File: src/rtl/fetch_pkg.sv
// Shared types and constants for the instruction fetch stage.
package fetch_pkg;

   typedef enum logic [1:0] {
      BOOT = 2'd0,
      RUN  = 2'd1,
      HALT = 2'd2
   } fetch_state_t;

   localparam int unsigned PC_STEP          = 4;
   localparam logic [31:0] DEFAULT_RESET_PC = 32'h0000_0000;

endpackage

File: src/rtl/fetch_perf_ctr.sv
// Saturating fetch and stall event counters for the fetch stage.
module fetch_perf_ctr (
   input  logic        clk,
   input  logic        reset,
   input  logic        fetch_inc,
   input  logic        stall_inc,
   output logic [31:0] perf_fetch_cnt,
   output logic [31:0] perf_stall_cnt
);

   logic [31:0] fetch_cnt_q, fetch_cnt_d;
   logic [31:0] stall_cnt_q, stall_cnt_d;

   // Next count: increment on event, stick at all-ones.
   always_comb begin
      fetch_cnt_d = fetch_cnt_q;
      stall_cnt_d = stall_cnt_q;
      if (fetch_inc && (fetch_cnt_q != 32'hFFFF_FFFF)) fetch_cnt_d = fetch_cnt_q + 32'd1;
      if (stall_inc && (stall_cnt_q != 32'hFFFF_FFFF)) stall_cnt_d = stall_cnt_q + 32'd1;
   end

   // Counter registers, cleared by reset.
   always_ff @(posedge clk or posedge reset) begin
      if (reset) begin
         fetch_cnt_q <= 32'd0;
         stall_cnt_q <= 32'd0;
      end else begin
         fetch_cnt_q <= fetch_cnt_d;
         stall_cnt_q <= stall_cnt_d;
      end
   end

   assign perf_fetch_cnt = fetch_cnt_q;
   assign perf_stall_cnt = stall_cnt_q;

endmodule

File: src/rtl/instr_fetch.sv
// Instruction fetch stage: PC sequencing, redirect/stall/halt control and IF/ID register.
// Optional performance counters are built when FETCH_PERF_EN is defined.
module instr_fetch
   import fetch_pkg::*;
#(
   parameter logic [31:0] RESET_PC   = DEFAULT_RESET_PC,
   parameter int unsigned IMEM_WORDS = 128
) (
   input  logic        clk,
   input  logic        reset,
   input  logic        stall,
   input  logic        redirect_valid,
   input  logic [31:0] redirect_pc,
   input  logic        halt_req,
   output logic [31:0] imem_addr,
   input  logic [31:0] imem_rd,
   output logic [31:0] if_instr,
   output logic [31:0] if_pc,
   output logic [31:0] if_pc_plus4,
   output logic        if_valid,
   output logic        halted,
   output logic        misalign
`ifdef FETCH_PERF_EN
   ,
   output logic [31:0] perf_fetch_cnt,
   output logic [31:0] perf_stall_cnt
`endif
);

   // Memory depth is the memory's concern; addresses past it simply alias.
   logic unused_imem_words;
   assign unused_imem_words = (IMEM_WORDS > 0);

   fetch_state_t state_q, state_d;
   logic [31:0]  pc_q, pc_d;
   logic [31:0]  instr_q, instr_d;
   logic [31:0]  ifpc_q, ifpc_d;
   logic [31:0]  ifpc4_q, ifpc4_d;
   logic         valid_q, valid_d;
   logic         misalign_q, misalign_d;
   logic [31:0]  pc_plus4;

   assign pc_plus4 = pc_q + 32'(PC_STEP);

   // Next-state logic: redirect has priority over halt, halt over stall.
   always_comb begin
      state_d    = state_q;
      pc_d       = pc_q;
      instr_d    = instr_q;
      ifpc_d     = ifpc_q;
      ifpc4_d    = ifpc4_q;
      valid_d    = valid_q;
      misalign_d = misalign_q;
      unique case (state_q)
         BOOT: begin
            state_d = RUN;
            valid_d = 1'b0;
         end
         RUN, HALT: begin
            if (redirect_valid) begin
               state_d    = RUN;
               pc_d       = {redirect_pc[31:2], 2'b00};
               valid_d    = 1'b0;
               misalign_d = misalign_q | (redirect_pc[1:0] != 2'b00);
            end else if (state_q == HALT) begin
               valid_d = 1'b0;
            end else if (halt_req) begin
               state_d = HALT;
               valid_d = 1'b0;
            end else if (!stall) begin
               instr_d = imem_rd;
               ifpc_d  = pc_q;
               ifpc4_d = pc_plus4;
               valid_d = 1'b1;
               pc_d    = pc_plus4;
            end
         end
         default: state_d = BOOT;
      endcase
   end

   // State and IF/ID registers, asynchronously cleared.
   always_ff @(posedge clk or posedge reset) begin
      if (reset) begin
         state_q    <= BOOT;
         pc_q       <= RESET_PC;
         instr_q    <= 32'd0;
         ifpc_q     <= 32'd0;
         ifpc4_q    <= 32'd0;
         valid_q    <= 1'b0;
         misalign_q <= 1'b0;
      end else begin
         state_q    <= state_d;
         pc_q       <= pc_d;
         instr_q    <= instr_d;
         ifpc_q     <= ifpc_d;
         ifpc4_q    <= ifpc4_d;
         valid_q    <= valid_d;
         misalign_q <= misalign_d;
      end
   end

   assign imem_addr   = {2'b00, pc_q[31:2]};
   assign if_instr    = instr_q;
   assign if_pc       = ifpc_q;
   assign if_pc_plus4 = ifpc4_q;
   assign if_valid    = valid_q;
   assign halted      = (state_q == HALT);
   assign misalign    = misalign_q;

`ifdef FETCH_PERF_EN
   logic fetch_inc;
   logic stall_inc;

   assign fetch_inc = (state_q == RUN) && !redirect_valid && !halt_req && !stall;
   assign stall_inc = (state_q == RUN) && stall && !redirect_valid;

   fetch_perf_ctr u_perf (
      .clk            (clk),
      .reset          (reset),
      .fetch_inc      (fetch_inc),
      .stall_inc      (stall_inc),
      .perf_fetch_cnt (perf_fetch_cnt),
      .perf_stall_cnt (perf_stall_cnt)
   );
`else
   // Counters not built in this configuration.
`endif

endmodule

File: config.mk
export PLATFORM = sky130hd
export DESIGN_NAME = instr_fetch
export DESIGN_NICKNAME = d
export VERILOG_FILES = /design/src/rtl/fetch_pkg.sv /design/src/rtl/fetch_perf_ctr.sv /design/src/rtl/instr_fetch.sv
export SDC_FILE = /design/constraint.sdc
export NUM_CORES = 1
export LEC_CHECK = 0
export CAP_MARGIN = 20
export CORE_AREA = 5 5 119 121
export DETAILED_ROUTE_END_ITERATION = 8
export DIE_AREA = 0 0 124 126
export HOLD_SLACK_MARGIN = 0.08
export PLACE_DENSITY = 0.8
export SETUP_SLACK_MARGIN = 0.1
export SYNTH_ARGS = -nofsm -noshare
export SYNTH_HDL_FRONTEND = slang
export SYNTH_HIERARCHICAL = 1
export SYNTH_SLANG_ARGS = --single-unit
File: constraint.sdc
create_clock -name clk -period 4.61 [get_ports clk]
set_input_delay 0.461 -clock clk [delete_from_list [all_inputs] [get_ports clk]]
set_output_delay 0.461 -clock clk [all_outputs]
set_load 0.02 [all_outputs]
# After elaboration in Yosys (flattened, before gate mapping)
# Index checks and enable logic that the tools add are counted.
word_totals:
  ff_bits: 132
  in_bits: 69
  output_inout_bits: 131
  wordCells: 43
op_classes:
  addsub: 1
  eq_ne: 8
  muxes: 13
  n_bitwise: 5
  reduce_logical: 9
op_table:
  columns: ["operator", "count"]
  rows:
  - ["2-to-1 mux 32 bit", 4]
  - ["adder 32 x 3 -> 32 bit, second input constant", 1]
  - ["2-to-1 mux 2 bit", 3]
  - ["!= test 3 bit, second input constant", 2]
  - ["AND reduction 2 bit", 3]
  - ["!= test 5 bit, second input constant", 1]
  - ["AND reduction 5 bit", 1]
  - ["2-to-1 mux 1 bit", 4]
  - ["!= test 2 bit, second input constant", 2]
  - ["NOT 1 bit", 4]
  - ["case mux 2 bit (2 select lines)", 1]
  - ["AND reduction 4 bit", 1]
  - ["nonzero test 2 bit", 2]
  - ["equality test 2 x 1 -> 1 bit, second input constant", 1]
  - ["equality test 2 bit, second input constant", 1]
  - ["logical NOT 2 bit", 1]
  - ["!= test 2 x 1 -> 1 bit, second input constant", 1]
  - ["case mux 1 bit (2 select lines)", 1]
  - ["OR reduction 2 bit", 1]
  - ["bitwise OR 1 bit", 1]

# Longest topological paths before layout
# Gate-level depths: netlist (run 1).
logic_depth:
  depth_word: 5
  mapped_depth: 8
  mapped_depth_nobuf: 7

# Least setup slack after synthesis (run 1)
# No wires, ideal clock.
synth_path:
  path_type: "reg-to-reg"
  start: "register pc_q[2]"
  end: "register pc_q[28]"
  setup_time_ps: 126
  arrival_ps: 1991
  t_required_ps: 4484
  setup_slack_ps: 2492
  path_stages_with_launch: 6
  n_path_buf: 0
  period_less_slack_ps: 2118
  cell_sequence: "dfrtp_1 -> ha_1 -> nand3_4 -> nor4_4 -> nand4_1 -> a311o_1"
synth_between:
  elab_chain_cells: 5
synth_lines:
  columns: ["item", "line_no", "rtl"]
  rows:
  - ["start: declaration", "instr_fetch.sv:35", "logic [31:0] pc_q, pc_d;"]
  - ["start signal: assignment", "instr_fetch.sv:94", "pc_q <= pc_d;"]
  - ["adder 32 x 3 -> 32 bit", "instr_fetch.sv:43", "assign pc_plus4 = pc_q + 32'(PC_STEP);"]
  - ["2-to-1 mux 32 bit", "instr_fetch.sv:70", "end else if (!stall) begin"]
  - ["2-to-1 mux 32 bit", "instr_fetch.sv:67", "end else if (halt_req) begin"]
  - ["2-to-1 mux 32 bit", "instr_fetch.sv:65", "end else if (state_q == HALT) begin"]
  - ["2-to-1 mux 32 bit", "instr_fetch.sv:60", "if (redirect_valid) begin"]
# No other way between the ends. The select of a mux whose other input is x is not followed.
# A chain may end at the register's enable or synchronous reset.

# Final worst setup path (run 1)
layout_path:
  start: "register state_q[1]"
  end: "register ifpc4_q[9], in the netlist if_pc_plus4[9]"
layout_between:
  elab_chain_cells: 3
  elab_cells_between_ends: 5
  cone_classes: "2 x eq/ne; 1 x bitwise; 2 x reduce/logical"
layout_lines:
  columns: ["item", "line_no", "rtl"]
  rows:
  - ["start: declaration", "instr_fetch.sv:34", "fetch_state_t state_q, state_d;"]
  - ["start signal: assignment", "instr_fetch.sv:93", "state_q <= state_d;"]
  - ["equality test 2 bit or equality test 2 x 1 -> 1 bit (tied branches)", "instr_fetch.sv:54, instr_fetch.sv:65", null]
  - ["OR reduction 2 bit or NOT 1 bit (tied branches)", null, null]
  - ["AND reduction 5 bit (no line) (*)", null, null]
  - ["end signal: assignment", "instr_fetch.sv:97", "ifpc4_q <= ifpc4_d;"]
  - ["end: declaration", "instr_fetch.sv:38", "logic [31:0] ifpc4_q, ifpc4_d;"]
# Mark *: on every way between the ends. The rest lies on a longest branch, timed or not.

==> results by group, run 1 <==
Die
  • Die W: around 120 um
  • Die area: 0.0156 sq mm
  • Die H: 126 um
  • Initial Util: 45.0%
  • Row cnt: 42
  • I/O pin cnt: 200
  • Area of the core: 0.0130 sq mm

Global routing
  • Overflow after GRT: 0
  • First-pass GRT wire length: around 27 mm
  • Pin count of the biggest net entering global routing: 89
  • Initial antenna violation count: 0
  • GRT Overall Usage: 21.6%
  • Vias in the first global route: between 5000 and 6000

Synthesis
  • Post-synth EDFFs: 0
  • Syn Area/Cell: 8.81 sq um
  • Synth Instances: between 600 and 700
  • Synth unique cells: 49
  • Post-synth ARST share: 100%
  • Synth area leaders: dfrtp_1, nand2_1, o21ai_0
  • Number of synthesis warnings: 6
  • Register area share after synthesis: roughly 54%
  • Post-Syn Area: 0.00584 sq mm
  • Most common cell in the synthesized netlist: nand2_1
  • Ys flop type: dfrtp_1
  • Yosys top cell area share: 54.0%
  • Cell type with the largest total area after synthesis: dfrtp_1
  • #FFs+latches synth: 126
  • Commonest cells post-synth: nand2_1, dfrtp_1, o21ai_0

Clock tree
  • # hold bufs at CTS: 0
  • CTS tree: yes
  • CTS sink cnt: ~130
  • Clk root buf: clkbuf_16
  • Clk slew on worst S/H paths: 0.06 ns
  • H-tree Lvls: 4
  • Clock Latency Late Sink: roughly 0.42 ns
  • Number of setup buffers added after CTS: 0
  • Total CTS buffers: 17
  • Cts repair resizes: 0
  • Worst-case clock buffer depth: 2

Finish
  • ANT cells: 0
  • Layout cell share with drive strength beyond 1: 5.45%
  • Final #Nets: 904
  • Area Overhead vs Synth: 44.2%
  • Filler cells: between 1000 and 1500

STA
  • Period utilisation layout: 61.7%
  • Max Freq: 352 MHz
  • Setup Skew: 0.0109 ns
  • Final count of negative-setup-slack endpoints: 0
  • RSZ-0062 raised after global routing: no
  • Hold Violations, Final: 0
  • Setup TNS: 0 ns
  • Final min period: 2.84 ns
  • Worst-Margin Slew: 0.852 ns
  • Max Slew Vio Count: 0
  • Rel. slew slack: 43.2%

Drt
  • Initial DRC Count: a little over 400
  • DR WL/cell: 16.3 um
  • Initial DRT Pass Iterations: 5
  • Vias/cell: 5.14
  • DRT antenna net count: 0
  • Post-Route WL: between 15 and 20 mm
  • DRC viols: 0
  • Routed via count: 5243

Setup path
  • Critical path arrival: 3.12 ns
  • R2R cell count: 7
  • CP endpoint kind: flip-flop
  • Data required time of the critical path: 4.88 ns
  • Worst Setup SP: state_q[1]
  • R2R Setup Slk: 1.77 ns
  • CP Class: flip-flop to flip-flop
  • CP startpoint kind: flip-flop
  • Worst r2r src: state_q[1]
  • CP endpoint: if_pc_plus4[9]
  • Terminus of the critical flop-to-flop path: if_pc_plus4[9]
  • Crit Path Max Fanout: 88

Worst hold path
  • Worst Hold Class: flip-flop to flip-flop

Power and ir drop
  • Peak VDD IR: 0.389 mV
  • Combinational share of power: 44.0%
  • Clock power share: 21.6%
  • Seq pwr share: roughly a third
  • P_int: 3.73 mW
  • Sw Ratio: roughly two fifths
  • Total power: 6.15 mW
  • Leak Pwr: 3.76 nW
  • P per Cell Area: 731 mW/mm^2
  • Net Sw Power: 2.43 mW

Outcome
  • Status: complete, no violations

Place
  • IO buf count: approximately 190
  • Final GP Congestion: 0.780
  • Detailed placer's ending HPWL: 11.3 mm

Run
  • Max-cap violations: 0
-- state kept, by name, summed over array words and instances, names as in the netlist --
name,count
if_pc_plus4,30
if_instr,32
if_pc,30
misalign,1
state_q,2
if_valid,1
pc_q,30
-- cell usage in the layout (no fill, tap or decap), types with 3 or more instances in the layout --
| cell | netlist | final |
|---|---|---|
| xor2_1 | 13 | 13 |
| conb_1 | 1 | 6 |
| dfrtp_1 | 126 | 126 |
| a31oi_1 | 4 | 4 |
| a21oi_1 | 14 | 14 |
| nor2_1 | 16 | 16 |
| o21ai_1 | 5 | 4 |
| nand2b_1 | 3 | 3 |
| and3_1 | 9 | 9 |
| inv_1 | 5 | 4 |
| a22oi_1 | 8 | 8 |
| buf_4 | 7 | 5 |
| o311ai_0 | 4 | 4 |
| o311ai_1 | 3 | 3 |
| nand2_1 | 243 | 242 |
| nand3_1 | 24 | 24 |
| clkbuf_8 | 0 | 5 |
| clkbuf_16 | 0 | 17 |
| xnor2_1 | 13 | 13 |
| o21a_1 | 3 | 3 |
| or3_1 | 3 | 3 |
| clkbuf_1 | 34 | 4 |
| nor3_1 | 6 | 6 |
| nor4_1 | 6 | 6 |
| o21ai_0 | 54 | 54 |
| clkdlybuf4s50_1 | 0 | 192 |
| ha_1 | 4 | 4 |
| clkinv_2 | 0 | 4 |
| nand4_1 | 13 | 13 |
-- critical path, stage by stage (launching register included) --
cell and delay [ns]:
dfrtp_1 0.38, inv_1 0.08, ha_1 0.59, nor2b_1 0.40, nand2_4 0.50, buf_4 0.49
nand2_1 0.13, o21ai_0 0.08
-- power by group through the flow --
stage | Combinational, mW | Sequential (mW) | Clock, mW
CTS | 2.74 | 2.11 | 1.35
floorplan | 0.950 | 2.55 | 0
global route | 2.94 | 2.20 | 1.40
detailed placement | 2.73 | 2.12 | 0
global placement | 2.67 | 2.11 | 0
finish | 2.71 | 2.11 | 1.33
-- routing by layer --
layer / part of all wire, % / wire length (um) / track usage, %
met4: 1.5 / 241 / 6.57
met1: 43 / 7120 / 28.6
met5: 0 / 0 / 0
met2: 48 / 8030 / 34.3
met3: 7.2 / 1200 / 6.01
-- stage by stage --
stage               instances  setup WS [ns]  area (sq um)  util, %  hold slack, ns
floorplan                 668          0.793          5860        -           0.550
global placement          988           1.71          7830     60.4           0.454
detailed placement        988           1.64          7830     60.4           0.462
CTS                      1020           1.74          8420     64.9           0.475
global route             1020           1.46          8420     64.9           0.485
finish                   1020           1.77          8420     64.9           0.470
-- final cells by class --
cell class | count | area (sq um) | area share, %
sequential | 126 | 3150 | 37.4
tap | 176 | 220 | 2.61
clock inverter | 6 | 80.1 | 0.951
clock buffer | 26 | 509 | 6.05
multi-input combinational | 481 | 2450 | 29.1
timing repair buffer | 199 | 1980 | 23.6
inverter | 6 | 25.0 | 0.297
-- logic make-up (layout without fill, tap and decap cells) --
kind of cell / count (synthesis) / count (layout) / share of synthesized area, %
AND/OR/NAND/NOR: 336 / 336 / 25.4
XOR/XNOR: 26 / 26 / 3.90
other: 1 / 6 / 0.0642
adder cells (fa/ha/maj): 4 / 4 / 0.857
AO/OA/AOI/OAI: 107 / 107 / 10.9
multiplexers: 2 / 2 / 0.343
flip-flops: 126 / 126 / 54.0
buffers and inverters: 61 / 237 / 4.58
-- worst min path at each step --
stage | endpoint | cells after the start | from
after floorplan | state_q[1] | 2 | state_q[1]
after global placement | misalign | 1 | misalign
after detailed placement | if_instr[5] | 2 | if_instr[5]
after CTS | if_instr[5] | 2 | if_instr[5]
after global routing | if_pc[28] | 2 | if_pc[28]
final | if_pc[22] | 2 | if_pc[22]
(Power assumes the default switching activity.)
==> run 2: changes to the inputs <==
--- a/config.mk
+++ b/config.mk
@@ -6,11 +6,11 @@
 export NUM_CORES = 1
 export LEC_CHECK = 0
 export CAP_MARGIN = 20
-export CORE_AREA = 5 5 119 121
+export CORE_AREA = 5 5 126 128
 export DETAILED_ROUTE_END_ITERATION = 8
-export DIE_AREA = 0 0 124 126
+export DIE_AREA = 0 0 131 133
 export HOLD_SLACK_MARGIN = 0.08
-export PLACE_DENSITY = 0.8
+export PLACE_DENSITY = 0.75
 export SETUP_SLACK_MARGIN = 0.1
 export SYNTH_ARGS = -nofsm -noshare
 export SYNTH_HDL_FRONTEND = slang
==> constraint.sdc (replaced) <==
create_clock -name clk -period 2.6 [get_ports clk]
set_input_delay 0.26 -clock clk [delete_from_list [all_inputs] [get_ports clk]]
set_output_delay 0.26 -clock clk [all_outputs]
set_load 0.02 [all_outputs]
==> run 2 against run 1 <==
  * Routed wire length shrank 0.34%
  * Fmax increased by 25%
  * Sequential share of layout area shrank 1.0 points
  * Worst hold slack lost 0.23 ns
  * Count of clock-buffer cells in the layout fell by 8
  * Largest cell class unchanged
==> results by group, run 2 (same netlist as run 1, synthesis figures left out) <==
Drt
  • DR WL/cell: 15.9 um (was 16.3 um)
  • DRT antenna net count: 0 (unchanged)
  • DRC viols: 0 (unchanged)
  • Initial DRC Count: 413 (was 410)
  • Vias/cell: 5.06 (was 5.14)
  • Routed via count: 5274 (was 5243)
  • Initial DRT Pass Iterations: 5 (unchanged)
  • Post-Route WL: 16.5 mm (was 16.6 mm)

Setup path
  • Worst r2r src: pc_q[3] (was state_q[1])
  • CP bufs+invs: 0 (was 2)
  • CP Class: flip-flop to flip-flop (unchanged)
  • CP top delay family: simple AND/OR/NAND/NOR gates (unchanged)
  • Crit path cell chain: ha_1 -> nand3_4 -> nor4_4 -> nand4_1 -> a311o_1 (was inv_1 -> ha_1 -> nor2b_1 -> nand2_4 -> buf_4 -> nand2_1 -> o21ai_0)
  • R2R Setup Slk: 0.32 ns (was 1.77 ns)
  • Crit Path Max Fanout: 10 (was 88)
  • CP endpoint kind: flip-flop (unchanged)
  • Slowest-stage cell, CP: nor4_4 (was ha_1)
  • Crit-path max cell delay: 0.58 ns (was 0.59 ns)
  • R2R cell count: 5 (was 7)
  • CP startpoint kind: flip-flop (unchanged)
  • Data required time of the critical path: 2.90 ns (was 4.88 ns)
  • Terminus of the critical flop-to-flop path: pc_q[28] (was if_pc_plus4[9])
  • Critical path arrival: 2.58 ns (was 3.12 ns)

Finish
  • Final #Nets: 915 (was 904)
  • ANT cells: 0 (unchanged)
  • FF/Latch Area: 0.00315 sq mm (unchanged)
  • Most common cell after layout, fill and taps aside: nand2_1 (unchanged)
  • Filler cells: 1286 (was 1048)
  • Multi-input logic area: 0.00245 sq mm (unchanged)
  • Layout cell share with drive strength beyond 1: 7.13% (was 5.45%)
  • Most frequent cells in the layout: nand2_1, clkdlybuf4s50_1, dfrtp_1 (unchanged)
  • Area Overhead vs Synth: 48.3% (was 44.2%)
  • Largest register FFs: 32 (unchanged)

STA
  • Max Slew Vio Count: 0 (unchanged)
  • Max Freq: 438 MHz (was 352 MHz)
  • Hold Violations, Final: 0 (unchanged)
  • Worst-Margin Slew: 0.621 ns (was 0.852 ns)
  • Rel. slew slack: 58.3% (was 43.2%)
  • Final count of negative-setup-slack endpoints: 0 (unchanged)
  • Period utilisation layout: 87.8% (was 61.7%)
  • Setup Skew: 0.00721 ns (was 0.0109 ns)
  • RSZ-0062 raised after global routing: no (unchanged)
  • Final min period: 2.28 ns (was 2.84 ns)
  • Setup TNS: 0 ns (unchanged)
  • WHS: 0.239 ns (was 0.470 ns)

Clock tree
  • Clk slew on worst S/H paths: 0.06 ns (about the same)
  • CTS tree: yes (unchanged)
  • Cts repair resizes: 0 (unchanged)
  • CTS sink cnt: 126 (unchanged)
  • Worst-case clock buffer depth: 2 (unchanged)
  • Clk root buf: clkbuf_16 (unchanged)
  • Number of setup buffers added after CTS: 0 (unchanged)
  • H-tree Lvls: 4 (unchanged)
  • Clock Latency Late Sink: 0.42 ns (about the same)
  • # hold bufs at CTS: 0 (unchanged)
  • Total CTS buffers: 17 (unchanged)

Worst hold path
  • Worst Hold Launch: redirect_valid (was if_pc[22])
  • Hold Path Depth: 3 (was 2)
  • Worst Hold Class: input pin to flip-flop (was flip-flop to flip-flop)
  • Hold Path Sink: state_q[1] (was if_pc[22])

Die
  • Die W: 131 um (was 124 um)
  • Die H: 133 um (was 126 um)
  • I/O pin cnt: 200 (unchanged)
  • Area of the core: 0.0148 sq mm (was 0.0130 sq mm)
  • Row cnt: 45 (was 42)
  • Initial Util: 39.6% (was 45.0%)
  • Die area: 0.0174 sq mm (was 0.0156 sq mm)

Place
  • IO buf count: 193 (unchanged)
  • Detailed placer's ending HPWL: 11.6 mm (was 11.3 mm)
  • Final GP Congestion: 0.790 (was 0.780)

Power and ir drop
  • Leak Pwr: 3.86 nW (was 3.76 nW)
  • Peak VDD IR: 0.594 mV (was 0.389 mV)
  • P per Cell Area: 1310 mW/mm^2 (was 731 mW/mm^2)

Global routing
  • Vias in the first global route: 5156 (was 5181)
  • Pin count of the biggest net entering global routing: 68 (was 89)
  • GRT Overall Usage: 19.3% (was 21.6%)
  • First-pass GRT wire length: 26.7 mm (was 26.8 mm)
  • Overflow after GRT: 0 (unchanged)
  • Initial antenna violation count: 0 (unchanged)

Run
  • Max-cap violations: 0 (unchanged)

Outcome
  • Status: complete, no violations (unchanged)
-- run 2: stage by stage --
stage / total power [mW] / area, sq um / cells / setup WS, ns / utilization (%)
4_1_cts: 11.5 / 8660 / 1043 / 0.318 / 58.7
6_report: 11.4 / 8660 / 1043 / 0.317 / 58.7
2_1_floorplan: 6.20 / 5860 / 668 / 0.482 / -
3_3_place_gp: 8.60 / 7980 / 1011 / 0.434 / 54.1
3_5_place_dp: 8.71 / 7980 / 1011 / 0.328 / 54.1
5_1_grt: 12.1 / 8660 / 1043 / 0.170 / 58.7
-- run 2: power breakdown --
| part | internal [mW] | switching, mW |
|---|---|---|
| Clock | 1.82 | 0.891 |
| Combinational | 2.32 | 2.63 |
| Sequential | 2.84 | 0.851 |
| Total | 6.99 | 4.37 |
-- run 2: cell type report --
type	count	share of cell area (%)
flip-flops and latches	126	36.4
repair buffers	210	24.4
clock buffers	18	5.07
inverters	6	0.303
multi-input cells	481	28.3
clock inverters	14	2.76
well taps	188	2.72
-- run 2: worst max path at each step --
stage	slack [ns]	start	depth (start not counted)	to
6_report	0.32	pc_q[3]	5	pc_q[28]
3_3_place_gp	0.43	pc_q[3]	5	pc_q[28]
3_5_place_dp	0.33	pc_q[3]	5	pc_q[28]
2_1_floorplan	0.48	pc_q[2]	5	pc_q[28]
4_1_cts	0.32	pc_q[3]	5	pc_q[28]
5_1_grt	0.17	state_q[0]	7	if_pc_plus4[4]
-- run 2: metal layers --
| metal | GRT usage, % | share of wire [%] |
|---|---|---|
| met5 | 0 | 0 |
| met4 | 6.57 | 1.5 |
| met3 | 6.66 | 9.1 |
| met2 | 30.0 | 48 |
| met1 | 25.2 | 42 |
-- run 2: tightest hold or removal path: stages --
cell      delay, ns
buf_2          0.10
nor2b_1        0.10
a21boi_0       0.14
==> run 3: changes to the inputs <==
--- a/config.mk
+++ b/config.mk
@@ -5,12 +5,12 @@
 export SDC_FILE = /design/constraint.sdc
 export NUM_CORES = 1
 export LEC_CHECK = 0
-export CAP_MARGIN = 20
 export CORE_AREA = 5 5 126 128
 export DETAILED_ROUTE_END_ITERATION = 8
 export DIE_AREA = 0 0 131 133
 export HOLD_SLACK_MARGIN = 0.08
-export PLACE_DENSITY = 0.75
+export PLACE_DENSITY_LB_ADDON = 0.3
+export REMOVE_ABC_BUFFERS = 1
 export SETUP_SLACK_MARGIN = 0.1
 export SYNTH_ARGS = -nofsm -noshare
 export SYNTH_HDL_FRONTEND = slang
==> run 3 against run 2 <==
  * Register-to-register slack improved by 0.02 ns
  * Clock skew increased by 0.0015 ns
  * Total power decreased by 2.3%
  * Worst setup slack improved by 0.021 ns
  * Sequential share of layout area increased by 0.23 points
  * Worst hold slack got worse by 0.027 ns
  * Combinational power about the same
  * Global-route usage decreased by 0.53 points
  * Clock power decreased by 7.7%
  * Largest power group unchanged
==> results by group, run 3 (same netlist as run 1, synthesis figures left out) <==
Finish
  • ANT cells: 0 (unchanged)
  • Most frequent cells in the layout: nand2_1, clkdlybuf4s50_1, dfrtp_1 (unchanged)
  • Largest register FFs: 32 (unchanged)
  • Most common cell after layout, fill and taps aside: nand2_1 (unchanged)
  • Area Overhead vs Synth: 47.3% (was 48.3%)
  • Non-filler cells, final: 1046 (was 1043)
  • Layout cell share with drive strength beyond 1: 7.23% (was 7.13%)
  • Final instance area: 0.00861 sq mm (was 0.00866 sq mm)
  • Final #Nets: 918 (was 915)
  • Final Util: 58.3% (was 58.7%)

Power and ir drop
  • Sw Ratio: 38.6% (was 38.5%)
  • Total power: 11.1 mW (was 11.4 mW)
  • Combinational share of power: 44.7% (was 43.6%)
  • Leak Pwr: 3.85 nW (was 3.86 nW)
  • Net Sw Power: 4.28 mW (was 4.37 mW)
  • P_int: 6.81 mW (was 6.99 mW)
  • Seq pwr share: 32.8% (was 32.5%)
  • Clock power share: 22.6% (was 23.9%)
  • Peak VDD IR: 0.676 mV (was 0.594 mV)
  • P per Cell Area: 1290 mW/mm^2 (was 1310 mW/mm^2)

Setup path
  • Crit-path max cell delay: 0.54 ns (was 0.58 ns)
  • Slowest-stage cell, CP: nor4_4 (unchanged)
  • R2R Setup Slk: 0.34 ns (was 0.32 ns)
  • CP Class: flip-flop to flip-flop (unchanged)
  • Worst r2r src: pc_q[2] (was pc_q[3])
  • CP endpoint kind: flip-flop (unchanged)
  • Data required time of the critical path: 2.89 ns (was 2.90 ns)
  • CP startpoint kind: flip-flop (unchanged)
  • R2R cell count: 5 (unchanged)
  • Crit path cell chain: ha_1 -> nand3_4 -> nor4_4 -> nand4_1 -> a311o_1 (unchanged)
  • Critical path arrival: 2.55 ns (was 2.58 ns)
  • Terminus of the critical flop-to-flop path: pc_q[28] (unchanged)
  • Crit Path Max Fanout: 10 (unchanged)

Die
  • I/O pin cnt: 200 (unchanged)
  • Die W: 131 um (unchanged)
  • Initial Util: 39.6% (unchanged)
  • Die area: 0.0174 sq mm (unchanged)
  • Area of the core: 0.0148 sq mm (unchanged)
  • Die H: 133 um (unchanged)
  • Row cnt: 45 (unchanged)

STA
  • Final WS setup: 0.339 ns (was 0.317 ns)
  • Final min period: 2.26 ns (was 2.28 ns)
  • RSZ-0062 raised after global routing: no (unchanged)
  • Worst-Margin Slew: 0.659 ns (was 0.621 ns)
  • Period utilisation layout: 87.0% (was 87.8%)
  • Setup TNS: 0 ns (unchanged)
  • Max Freq: 442 MHz (was 438 MHz)
  • Rel. slew slack: 55.8% (was 58.3%)
  • Max Slew Vio Count: 0 (unchanged)
  • WHS: 0.212 ns (was 0.239 ns)
  • Setup Skew: 0.00869 ns (was 0.00721 ns)
  • Final count of negative-setup-slack endpoints: 0 (unchanged)
  • Hold Violations, Final: 0 (unchanged)

Global routing
  • Initial antenna violation count: 0 (unchanged)
  • Overflow after GRT: 0 (unchanged)
  • Pin count of the biggest net entering global routing: 55 (was 68)
  • Met3 Usage GRT: 4.32% (was 6.66%)
  • GRT Overall Usage: 18.8% (was 19.3%)
  • First-pass GRT wire length: 26.3 mm (was 26.7 mm)
  • Vias in the first global route: 5074 (was 5156)
  • GRT met2 Usage: 28.9% (was 30.0%)
  • Met1 usage in global routing: 26.3% (was 25.2%)
  • Gr busiest metal: met2 (unchanged)

Drt
  • Initial DRT Pass Iterations: 5 (unchanged)
  • DR WL/cell: 15.5 um (was 15.9 um)
  • Initial DRC Count: 353 (was 413)
  • Vias/cell: 4.97 (was 5.06)
  • Routed via count: 5195 (was 5274)
  • Post-Route WL: 16.2 mm (was 16.5 mm)
  • DRC viols: 0 (unchanged)
  • DRT antenna net count: 0 (unchanged)

Clock tree
  • Clk slew on worst S/H paths: 0.06 ns (about the same)
  • Clock Latency Late Sink: 0.41 ns (was 0.42 ns)
  • H-tree Lvls: 4 (unchanged)
  • Clk root buf: clkbuf_16 (unchanged)
  • CTS tree: yes (unchanged)
  • Worst-case clock buffer depth: 2 (unchanged)
  • CTS sink cnt: 126 (unchanged)
  • Total CTS buffers: 17 (unchanged)

Worst hold path
  • Hold Path Depth: 3 (unchanged)
  • Worst Hold Launch: redirect_valid (unchanged)
  • Worst Hold Class: input pin to flip-flop (unchanged)
  • Hold Path Sink: state_q[1] (unchanged)

Place
  • Placed cell count: 1014 (was 1011)
  • Placed cell area: 0.00798 sq mm (about the same)
  • Final GP Congestion: 0.775 (was 0.790)
  • Setup WS pre-CTS: 0.207 ns (was 0.328 ns)
  • IO buf count: 193 (unchanged)
  • Detailed placer's ending HPWL: 11.5 mm (was 11.6 mm)

Outcome
  • Status: complete, no violations (unchanged)

Run
  • Max-cap violations: 0 (unchanged)
## run 3: changes by cell type in the layout (fill, tap and decap cells not counted), sizes merged
cell	before	now
clkbuf	18	21
clkinv	5	6
bufinv	6	4
clkinvlp	4	2
buf	18	21
## run 3: worst max-delay path by stage
stage               startpoint          end  cells past startpoint
floorplan                reset  if_instr[0]                      1
global placement       pc_q[2]     pc_q[28]                      5
detailed placement     pc_q[2]     pc_q[28]                      5
CTS                    pc_q[2]     pc_q[28]                      5
global route           pc_q[2]     pc_q[28]                      5
finish                 pc_q[2]     pc_q[28]                      5
## run 3: area by class of cell
class	instances	area (sq um)
flip-flops and latches	126	3150
multi-input cells	481	2450
inverters	6	27.5
fillers	1347	6150
repair buffers	213	2110
clock inverters	11	164
clock buffers	21	460
well taps	188	235
## run 3: power groups by stage
| stage | Clock, mW | Sequential (mW) | Combinational (mW) |
|---|---|---|---|
| 5_1_grt | 2.63 | 3.78 | 5.40 |
| 2_1_floorplan | 0 | 4.66 | 1.41 |
| 6_report | 2.50 | 3.64 | 4.96 |
| 3_3_place_gp | 0 | 3.63 | 4.97 |
| 3_5_place_dp | 0 | 3.66 | 5.02 |
| 4_1_cts | 2.55 | 3.64 | 5.04 |
## run 3: layer usage
layer	wire [um]	up-vias	part of all wire, %
met4	229	0	1.4
met1	7540	2452	46
met2	7400	156	46
li1	-	2570	-
met3	1070	17	6.6
met5	0	-	0
## run 3: timing repair
| action | in CTS | in global routing |
|---|---|---|
| hold endpoints to repair | 0 | 0 |
| gates resized for setup | 0 | 0 |
| endpoints found under the setup margin | 0 | 3 |
| hold buffers | 0 | 0 |
| setup buffers | 0 | 0 |
## run 3: worst max-delay path, delay by kind of cell (launching register included)
| kind | cells | cell delay (ns) |
|---|---|---|
| AOI/OAI and AO/OA | 1 | 0.41 |
| adders and majority gates | 1 | 0.29 |
| DFF | 1 | 0.43 |
| and+or+nand+nor | 3 | 1.00 |
